File: config.mk
export PLATFORM = sky130hd
export DESIGN_NAME = stream_mux_rr
export DESIGN_NICKNAME = d
export VERILOG_FILES = /design/src/rtl/stream_mux_pkg.sv /design/src/rtl/rr_arbiter.sv /design/src/rtl/stream_mux_rr.sv
export SDC_FILE = /design/constraint.sdc
export NUM_CORES = 1
export LEC_CHECK = 0
export ABC_CLOCK_PERIOD_IN_PS = 7300
export CAP_MARGIN = 20
export CORE_ASPECT_RATIO = 1.1
export CORE_MARGIN = 5
export CORE_UTILIZATION = 44
export DETAILED_ROUTE_END_ITERATION = 8
export PLACE_DENSITY = 0.85
export SLEW_MARGIN = 10
export SYNTH_ARGS = -nofsm -noshare
export SYNTH_HDL_FRONTEND = slang
export SYNTH_HIERARCHICAL = 1
export SYNTH_SLANG_ARGS = --single-unit
File: constraint.sdc
create_clock -name clk -period 7.3 [get_ports clk]
set_clock_uncertainty 0.2 [all_clocks]
set_input_delay 2.19 -clock clk [delete_from_list [all_inputs] [get_ports clk]]
set_output_delay 2.19 -clock clk [all_outputs]
set_load 0.005 [all_outputs]
File: src/rtl/stream_mux_pkg.sv
// Shared definitions for the round-robin stream multiplexer: arbitration
// mode encodings and the wrap-around index helper used by the arbiter.
package stream_mux_pkg;

  typedef enum logic {
    ARB_FIXED = 1'b0,
    ARB_RR    = 1'b1
  } arb_mode_e;

  // Channel index reached by stepping 'offset' places above 'base', wrapping at n.
  function automatic int rr_index(input int base, input int offset, input int n);
    return (base + offset) % n;
  endfunction

endpackage

File: src/rtl/rr_arbiter.sv
// Combinational grant selection: fixed priority (lowest index first) or
// round-robin starting one place above the previous grant.
module rr_arbiter
  import stream_mux_pkg::*;
#(
  parameter int NUM_CH = 4
) (
  input  logic [NUM_CH-1:0]         req,
  input  logic [$clog2(NUM_CH)-1:0] last_grant,
  input  logic                      mode,
  output logic [NUM_CH-1:0]         grant,
  output logic [$clog2(NUM_CH)-1:0] grant_idx
);

  localparam int IDX_W = $clog2(NUM_CH);

  logic             found;
  logic [IDX_W-1:0] cand;

  // NOTE: every variable gets a default at the top of always_comb, so no
  // path through the loop can leave one unassigned and infer a latch.
  always_comb begin
    grant     = '0;
    grant_idx = '0;
    found     = 1'b0;
    cand      = '0;
    for (int k = 0; k < NUM_CH; k++) begin
      cand = (mode == ARB_RR) ? IDX_W'(rr_index(int'(last_grant), k + 1, NUM_CH))
                              : IDX_W'(k);
      if (!found && req[cand]) begin
        grant[cand] = 1'b1;
        grant_idx   = cand;
        found       = 1'b1;
      end
    end
  end

endmodule

File: src/rtl/stream_mux_rr.sv
// N-to-1 valid/ready stream multiplexer with a single registered output beat.
// Define STREAM_MUX_PKT_LOCK_EN to add in_last/out_last and hold the grant per packet.
module stream_mux_rr
  import stream_mux_pkg::*;
#(
  parameter int NUM_CH   = 4,
  parameter int DATA_W   = 8,
  parameter int ARB_MODE = 1
) (
  input  logic                      clk,
  input  logic                      rst_n,
  input  logic [NUM_CH-1:0]         in_valid,
  input  logic [NUM_CH*DATA_W-1:0]  in_data,
`ifdef STREAM_MUX_PKT_LOCK_EN
  input  logic [NUM_CH-1:0]         in_last,
  output logic                      out_last,
`endif
  output logic [NUM_CH-1:0]         in_ready,
  output logic                      out_valid,
  output logic [DATA_W-1:0]         out_data,
  output logic [$clog2(NUM_CH)-1:0] out_sel,
  input  logic                      out_ready
);

  localparam int        IDX_W = $clog2(NUM_CH);
  localparam arb_mode_e MODE  = (ARB_MODE == int'(ARB_RR)) ? ARB_RR : ARB_FIXED;

  logic [DATA_W-1:0] ch_data [NUM_CH];
  logic [NUM_CH-1:0] arb_req;
  logic [NUM_CH-1:0] grant;
  logic [IDX_W-1:0]  grant_idx;
  logic [IDX_W-1:0]  last_grant;
  logic              accept;
  logic              in_fire;

  for (genvar i = 0; i < NUM_CH; i++) begin : g_unpack
    assign ch_data[i] = in_data[i*DATA_W +: DATA_W];
  end

`ifdef STREAM_MUX_PKT_LOCK_EN
  logic             lock_active;
  logic [IDX_W-1:0] lock_ch;

  // Mid-packet only the locked channel may compete; others wait even if valid.
  assign arb_req = lock_active ? (in_valid & (NUM_CH'(1) << lock_ch)) : in_valid;
`else
  assign arb_req = in_valid;
`endif

  rr_arbiter #(
    .NUM_CH(NUM_CH)
  ) u_arb (
    .req       (arb_req),
    .last_grant(last_grant),
    .mode      (MODE),
    .grant     (grant),
    .grant_idx (grant_idx)
  );

  // The output slot is free when empty or being drained this cycle.
  assign accept   = !out_valid || out_ready;
  assign in_ready = rst_n ? (grant & {NUM_CH{accept}}) : '0;
  assign in_fire  = |in_ready;

  // NOTE: sequential state uses non-blocking assignments only, so every
  // register samples pre-edge values regardless of statement order.
  always_ff @(posedge clk or negedge rst_n) begin
    if (!rst_n) begin
      out_valid   <= 1'b0;
      out_data    <= '0;
      out_sel     <= '0;
      last_grant  <= IDX_W'(NUM_CH - 1);
`ifdef STREAM_MUX_PKT_LOCK_EN
      out_last    <= 1'b0;
      lock_active <= 1'b0;
      lock_ch     <= '0;
`endif
    end else if (in_fire) begin
      out_valid   <= 1'b1;
      out_data    <= ch_data[grant_idx];
      out_sel     <= grant_idx;
      last_grant  <= grant_idx;
`ifdef STREAM_MUX_PKT_LOCK_EN
      out_last    <= in_last[grant_idx];
      lock_active <= !in_last[grant_idx];
      lock_ch     <= grant_idx;
`endif
    end else if (out_ready) begin
      out_valid   <= 1'b0;
    end
  end

endmodule

==> results of run 1 <==
-- kinds of logic (layout without fill, tap and decap cells) --
logic type	Yosys count	count (layout)
and+or+nand+nor	29	29
AOI/OAI and AO/OA	26	26
muxes	21	21
DFF	13	13
buffers and inverters	13	65
other	1	6
xor gates and xnor gates	1	1
-- through the flow --
step           power [mW]  std cells  cell area, um2  util [%]
3_3_place_gp        0.468        188            1710      68.4
6_report            0.520        192            1730      69.5
4_1_cts             0.524        192            1730      69.5
5_1_grt             0.557        192            1730      69.5
3_5_place_dp        0.479        188            1710      68.4
2_1_floorplan       0.353        109            1160         -
-- final cells by class --
cell class,count,area share [%]
Timing Repair Buffer,56,31.9
Clock buffer,4,1.52
Multi-Input combinational cell,83,44.4
Sequential cell,13,18.9
Inverter,5,1.08
Tap cell,31,2.24
-- flip-flops by register name, indices dropped and copies added, names as in the netlist --
name and cells:
out_valid 1, last_grant 2, out_data 8, out_sel 2
-- cell usage after synthesis (4+ instances only) --
library cell | instances | area share [%]
nand2_1 | 6 | 2.0
mux4_2 | 9 | 18
inv_1 | 5 | 1.6
o21ai_0 | 7 | 3.1
dfrtp_1 | 11 | 24
nor2b_1 | 4 | 2.2
a21oi_1 | 7 | 3.1
clkbuf_1 | 4 | 1.3
nand2b_1 | 4 | 2.2
mux2_4 | 9 | 12
-- worst register-to-register path: cells and delay by family (launching register included) --
kind             cells  cell delay (ns)
AO/OA/AOI/OAI        3             0.85
AND/OR/NAND/NOR      2             0.74
flip-flops           1             0.69
multiplexers         1             0.37
XOR/XNOR             1             0.19
-- power by group through the flow --
stage	Sequential (mW)	Clock [mW]	Combinational, mW
after global routing	0.160	0.0484	0.349
after floorplan	0.138	0	0.216
after CTS	0.153	0.0441	0.327
after detailed placement	0.153	0	0.325
after global placement	0.150	0	0.317
final	0.153	0.0428	0.325
-- per-layer routing --
layer  vias up  GRT usage [%]  share of wire [%]
met4         0           8.50                1.7
met1       509           19.2                 37
met2        59           29.3                 48
li1        507              -                  -
met3         4           9.39                 13
met5         -              0                  0
-- final timing paths --
check                              startpoint             to  slack [ns]
worst max-delay path              in_valid[3]    in_ready[0]        0.42
worst min-delay path              out_data[0]    out_data[0]        0.31
worst max register to register  last_grant[0]     out_sel[0]        4.15
worst min register to register    out_data[0]    out_data[0]        0.31
max in group asynchronous               rst_n  last_grant[0]        4.61
min in group asynchronous               rst_n     out_sel[0]        2.05
==> impl_metrics.json, run 1 <==
{
  "status": "complete, no violations",
  "synth_enable_flop_cells": 0,
  "dieHeight_um": 63.5,
  "multi_input_area_um2": 769,
  "seq_power_share_pct": 29.4,
  "ys.flop_type": "dfrtp_1",
  "hold_class": "reg -> reg",
  "swShare_pct": 34.7,
  "cp_top_family": "buffers and inverters",
  "drt-initial-drc-count": 39,
  "yosysWarnings": 6,
  "initial_core_util_pct": 45.9,
  "fmax_mhz": 145,
  "netlist_instances": 104,
  "synth_compound_gate_area_share_pct": 15.4,
  "clk_pin_slew_ns": 0.08,
  "async_flop_share_pct": 100,
  "synth_xor_area_share_pct": 0.764,
  "worst_pin_slew_ns": 0.903,
  "drtAntennaViolNets": 0,
  "synth_area_um2": 1150,
  "synth-adder-area-share_pct": 0,
  "hold-worst-slack_ns": 0.311,
  "slew_headroom_pct": 39.8,
  "die-area_um2": 3730,
  "antenna_cells": 0,
  "nNetsFinal": 201,
  "synth_top_family_by_area": "multiplexers",
  "postCtsHoldBufs": 0,
  "period_minus_slack_ns": 6.88,
  "routabilityCongestion": 0.815,
  "postRouteWirelength_um": 3100,
  "overflow": 0,
  "r2r_cells": 7,
  "finalHoldViolCount": 0,
  "cts_tree": "yes",
  "antenna_found_initial": 0,
  "cp.arrival_ns": 4.49,
  "synthDistinctLibCells": 36,
  "post_drt_wl_per_cell_um": 16.1,
  "root_buffer": "clkbuf_4",
  "crit_path_end_kind": "output port",
  "dr.pass1.iters": 4,
  "switchingPower_mw": 0.181,
  "drcViolationCount": 0,
  "p_leak_nw": 0.718,
  "crit_required_ns": 4.91,
  "grt_pass1_wl_um": 5150,
  "grt_max_degree": 19,
  "muxShareOfSynthArea_pct": 32.4,
  "vias": 1079,
  "io_pins": 54,
  "clk_latency_ns": 0.27,
  "rsz0062_at_grt": "no",
  "setup-violations-final": 0,
  "critPathMaxStageDelay_ns": 0.58,
  "comb_power_share_pct": 62.4,
  "cts-buffers-inserted": 3,
  "regArea_um2": 328,
  "synth-seq-cells": 13,
  "p_per_area_nw_per_um2": 300,
  "period_share_pct": 94.2,
  "drv_cap": 0,
  "final_common_cell": "clkdlybuf4s50_1",
  "cp_num_buf_inv": 2,
  "grt_usage_pct": 18.1,
  "cts-resized-gates": 0,
  "cpMaxStageDelayCell": "clkdlybuf4s50_1",
  "clockPowerShare_pct": 8.2,
  "crit_top_cell": "clkdlybuf4s50_1",
  "cts.path.max_buffers": 2,
  "dp_hpwl_um": 2520,
  "ys_seq_area_share_pct": 28.6,
  "p_int_mw": 0.340,
  "critPathMaxFanout": 10,
  "htreeDepth": 1,
  "hold_depth": 1,
  "grt_pass1_vias": 1148,
  "crit_cells": 6,
  "die_w_um": 58.7,
  "drive_above_1_share_pct": 21.1,
  "rows": 19,
  "via_per_inst": 5.62,
  "pre_cts_ws_ns": 0.477,
  "post_cts_buffers": 0,
  "syn_to_final_growth_pct": 51.3,
  "numClockSinks": 13,
  "ir_drop_mv": 0.198,
  "drv_slew": 0,
  "setup_tns_ns": 0,
  "yosys.area_share.simple_pct": 16.6,
  "crit_chain": "clkdlybuf4s50_1 > mux4_2 > a311oi_2 > a221o_1 > and3_1 > clkdlybuf4s50_1",
  "final_cell_mix": "clkdlybuf4s50_1 (53), dfrtp_1 (11), mux4_2 (9), mux2_4 (9)",
  "coreArea_um2": 2500,
  "fillers": 191,
  "io_buffers": 53,
  "start_kind": "input port",
  "worst_slack_ns": 0.423,
  "avgSynthCellArea_um2": 11.0,
  "worstSetupPathType": "in -> out"
}
No activity file was read; power rests on OpenSTA's default activity.
==> run 2, diff against run 1 <==
- CAP_MARGIN: 20 -> 30
- SKIP_CTS_REPAIR_TIMING: unset -> 1
==> results of run 2 <==
The final DEF is identical to that of run 1; final timing and power are the same.
==> run 3, diff against run 2 <==
- GPL_TIMING_DRIVEN: unset -> 0
==> run 3 against run 2 <==
Via count rose by 5.6%. Critical endpoint is now in_ready[1]. Largest cell class unchanged. Core utilization rose by 0.65 points. First-iteration DRC count fell by 7.7%.
==> impl_metrics.json, run 3 (synthesis gave the netlist of run 1 again) <==
{
  "status": "complete, no violations",
  "p_int_mw": 0.345,
  "antenna_cells": 0,
  "finalHoldViolCount": 0,
  "clockPowerShare_pct": 8.0,
  "dr.pass1.iters": 4,
  "finalPower_mw": 0.532,
  "antenna_found_initial": 0,
  "worst_pin_slew_ns": 0.741,
  "grt_use_met1_pct": 22.3,
  "hold-worst-slack_ns": 0.323,
  "rsz0062_at_grt": "no",
  "regArea_um2": 328,
  "start_kind": "input port",
  "crit_path_end_kind": "output port",
  "clk_latency_ns": 0.27,
  "grt_pass1_wl_um": 5690,
  "overflow": 0,
  "top_usage_layer": "met2",
  "clk_pin_slew_ns": 0.07,
  "worstSetupPathType": "in -> out",
  "cts.path.max_buffers": 2,
  "syn_to_final_growth_pct": 52.7,
  "p_leak_nw": 0.722,
  "dp_hpwl_um": 2660,
  "comb_power_share_pct": 65.5,
  "postRouteWirelength_um": 3330,
  "top_regs": "out_data x8, last_grant x2, out_sel x2",
  "coreArea_um2": 2500,
  "critPathMaxFanout": 10,
  "drive_above_1_share_pct": 20.6,
  "final_common_cell": "clkdlybuf4s50_1",
  "cts-buffers-inserted": 3,
  "multi_input_area_um2": 769,
  "final_cell_mix": "clkdlybuf4s50_1 (52), dfrtp_1 (11), mux4_2 (9), mux2_4 (9)",
  "numClockSinks": 13,
  "drv_cap": 0,
  "p_per_area_nw_per_um2": 304,
  "switchingPower_mw": 0.187,
  "setup_tns_ns": 0,
  "die-area_um2": 3730,
  "stdcell_count": 196,
  "seq_power_share_pct": 26.5,
  "initial_core_util_pct": 45.9,
  "drt-initial-drc-count": 36,
  "fillers": 177,
  "fmax_mhz": 145,
  "root_buffer": "clkbuf_4",
  "io_buffers": 52,
  "period_minus_slack_ns": 6.91,
  "drcViolationCount": 0,
  "dieHeight_um": 63.5,
  "routabilityCongestion": 0.820,
  "grt_util_met2_pct": 33.5,
  "post_drt_wl_per_cell_um": 17.0,
  "nNetsFinal": 205,
  "period_share_pct": 94.6,
  "use_met3_pct": 6.12,
  "vias": 1139,
  "slew_headroom_pct": 50.4,
  "setup-violations-final": 0,
  "io_pins": 54,
  "crit_required_ns": 4.91,
  "htreeDepth": 1,
  "ir_drop_mv": 0.194,
  "drv_slew": 0,
  "placed_cells_incl_taps": 192,
  "final_core_util_pct": 70.1,
  "swShare_pct": 35.1,
  "grt_pass1_vias": 1231,
  "cts_tree": "yes",
  "grt_usage_pct": 19.7,
  "largest_reg_flops": 8,
  "rows": 19,
  "grt_max_degree": 19,
  "top_register": "out_data",
  "drtAntennaViolNets": 0,
  "hold_class": "reg -> reg",
  "via_per_inst": 5.81,
  "die_w_um": 58.7,
  "cp.arrival_ns": 4.52
}
run 3: changes by cell type in the layout (fill, tap and decap cells not counted), sizes merged:
cell           change
clkbuf             +4
buf                +1
clkdlybuf4s50      -1
run 3: power by group through the flow:
stage,Combinational [mW],Sequential (mW),Clock (mW)
floorplan,0.216,0.138,0
global placement,0.334,0.137,0
detailed placement,0.348,0.139,0
CTS,0.349,0.140,0.0444
global route,0.377,0.146,0.0461
finish,0.348,0.141,0.0426
run 3: per-stage QoR:
stage               instance area [um2]  setup slack (ns)
global placement                   1720             0.477
detailed placement                 1720             0.457
CTS                                1750             0.449
global route                       1750             0.220
finish                             1750             0.395
floorplan                          1160              1.49
run 3: path summary, 6_finish.rpt:
path                               start     endpoint  slack [ns]  depth (start not counted)
min reg2reg                  out_data[0]  out_data[0]        0.32                          1
min in group asynchronous          rst_n  out_data[1]        2.16                          1
max in group asynchronous          rst_n  out_data[5]        4.28                          1
max                          in_valid[0]  in_ready[1]        0.39                          7
max reg2reg                last_grant[0]  out_data[7]        4.24                          8
min                          out_data[0]  out_data[0]        0.32                          1
run 3: cell type report:
class                           count  share of cell area (%)
Clock buffer                        4                    1.50
Timing Repair Buffer               52                    29.7
Sequential cell                    13                    18.7
Buffer                              8                    2.79
Multi-Input combinational cell     83                    44.0
Tap cell                           31                    2.22
Inverter                            5                    1.07
run 3: layer usage:
metal | up-vias | part of all wire, %
li1 | 517 | -
met1 | 539 | 39
met2 | 73 | 48
met3 | 10 | 11
met4 | 0 | 2.3
met5 | - | 0
run 3: critical path, stage by stage:
cell and delay (ns):
clkdlybuf4s50_1 0.52, clkbuf_1 0.34, a31oi_1 0.16, a311oi_2 0.40, a31o_1 0.23, and3_1 0.16, clkdlybuf4s50_1 0.51
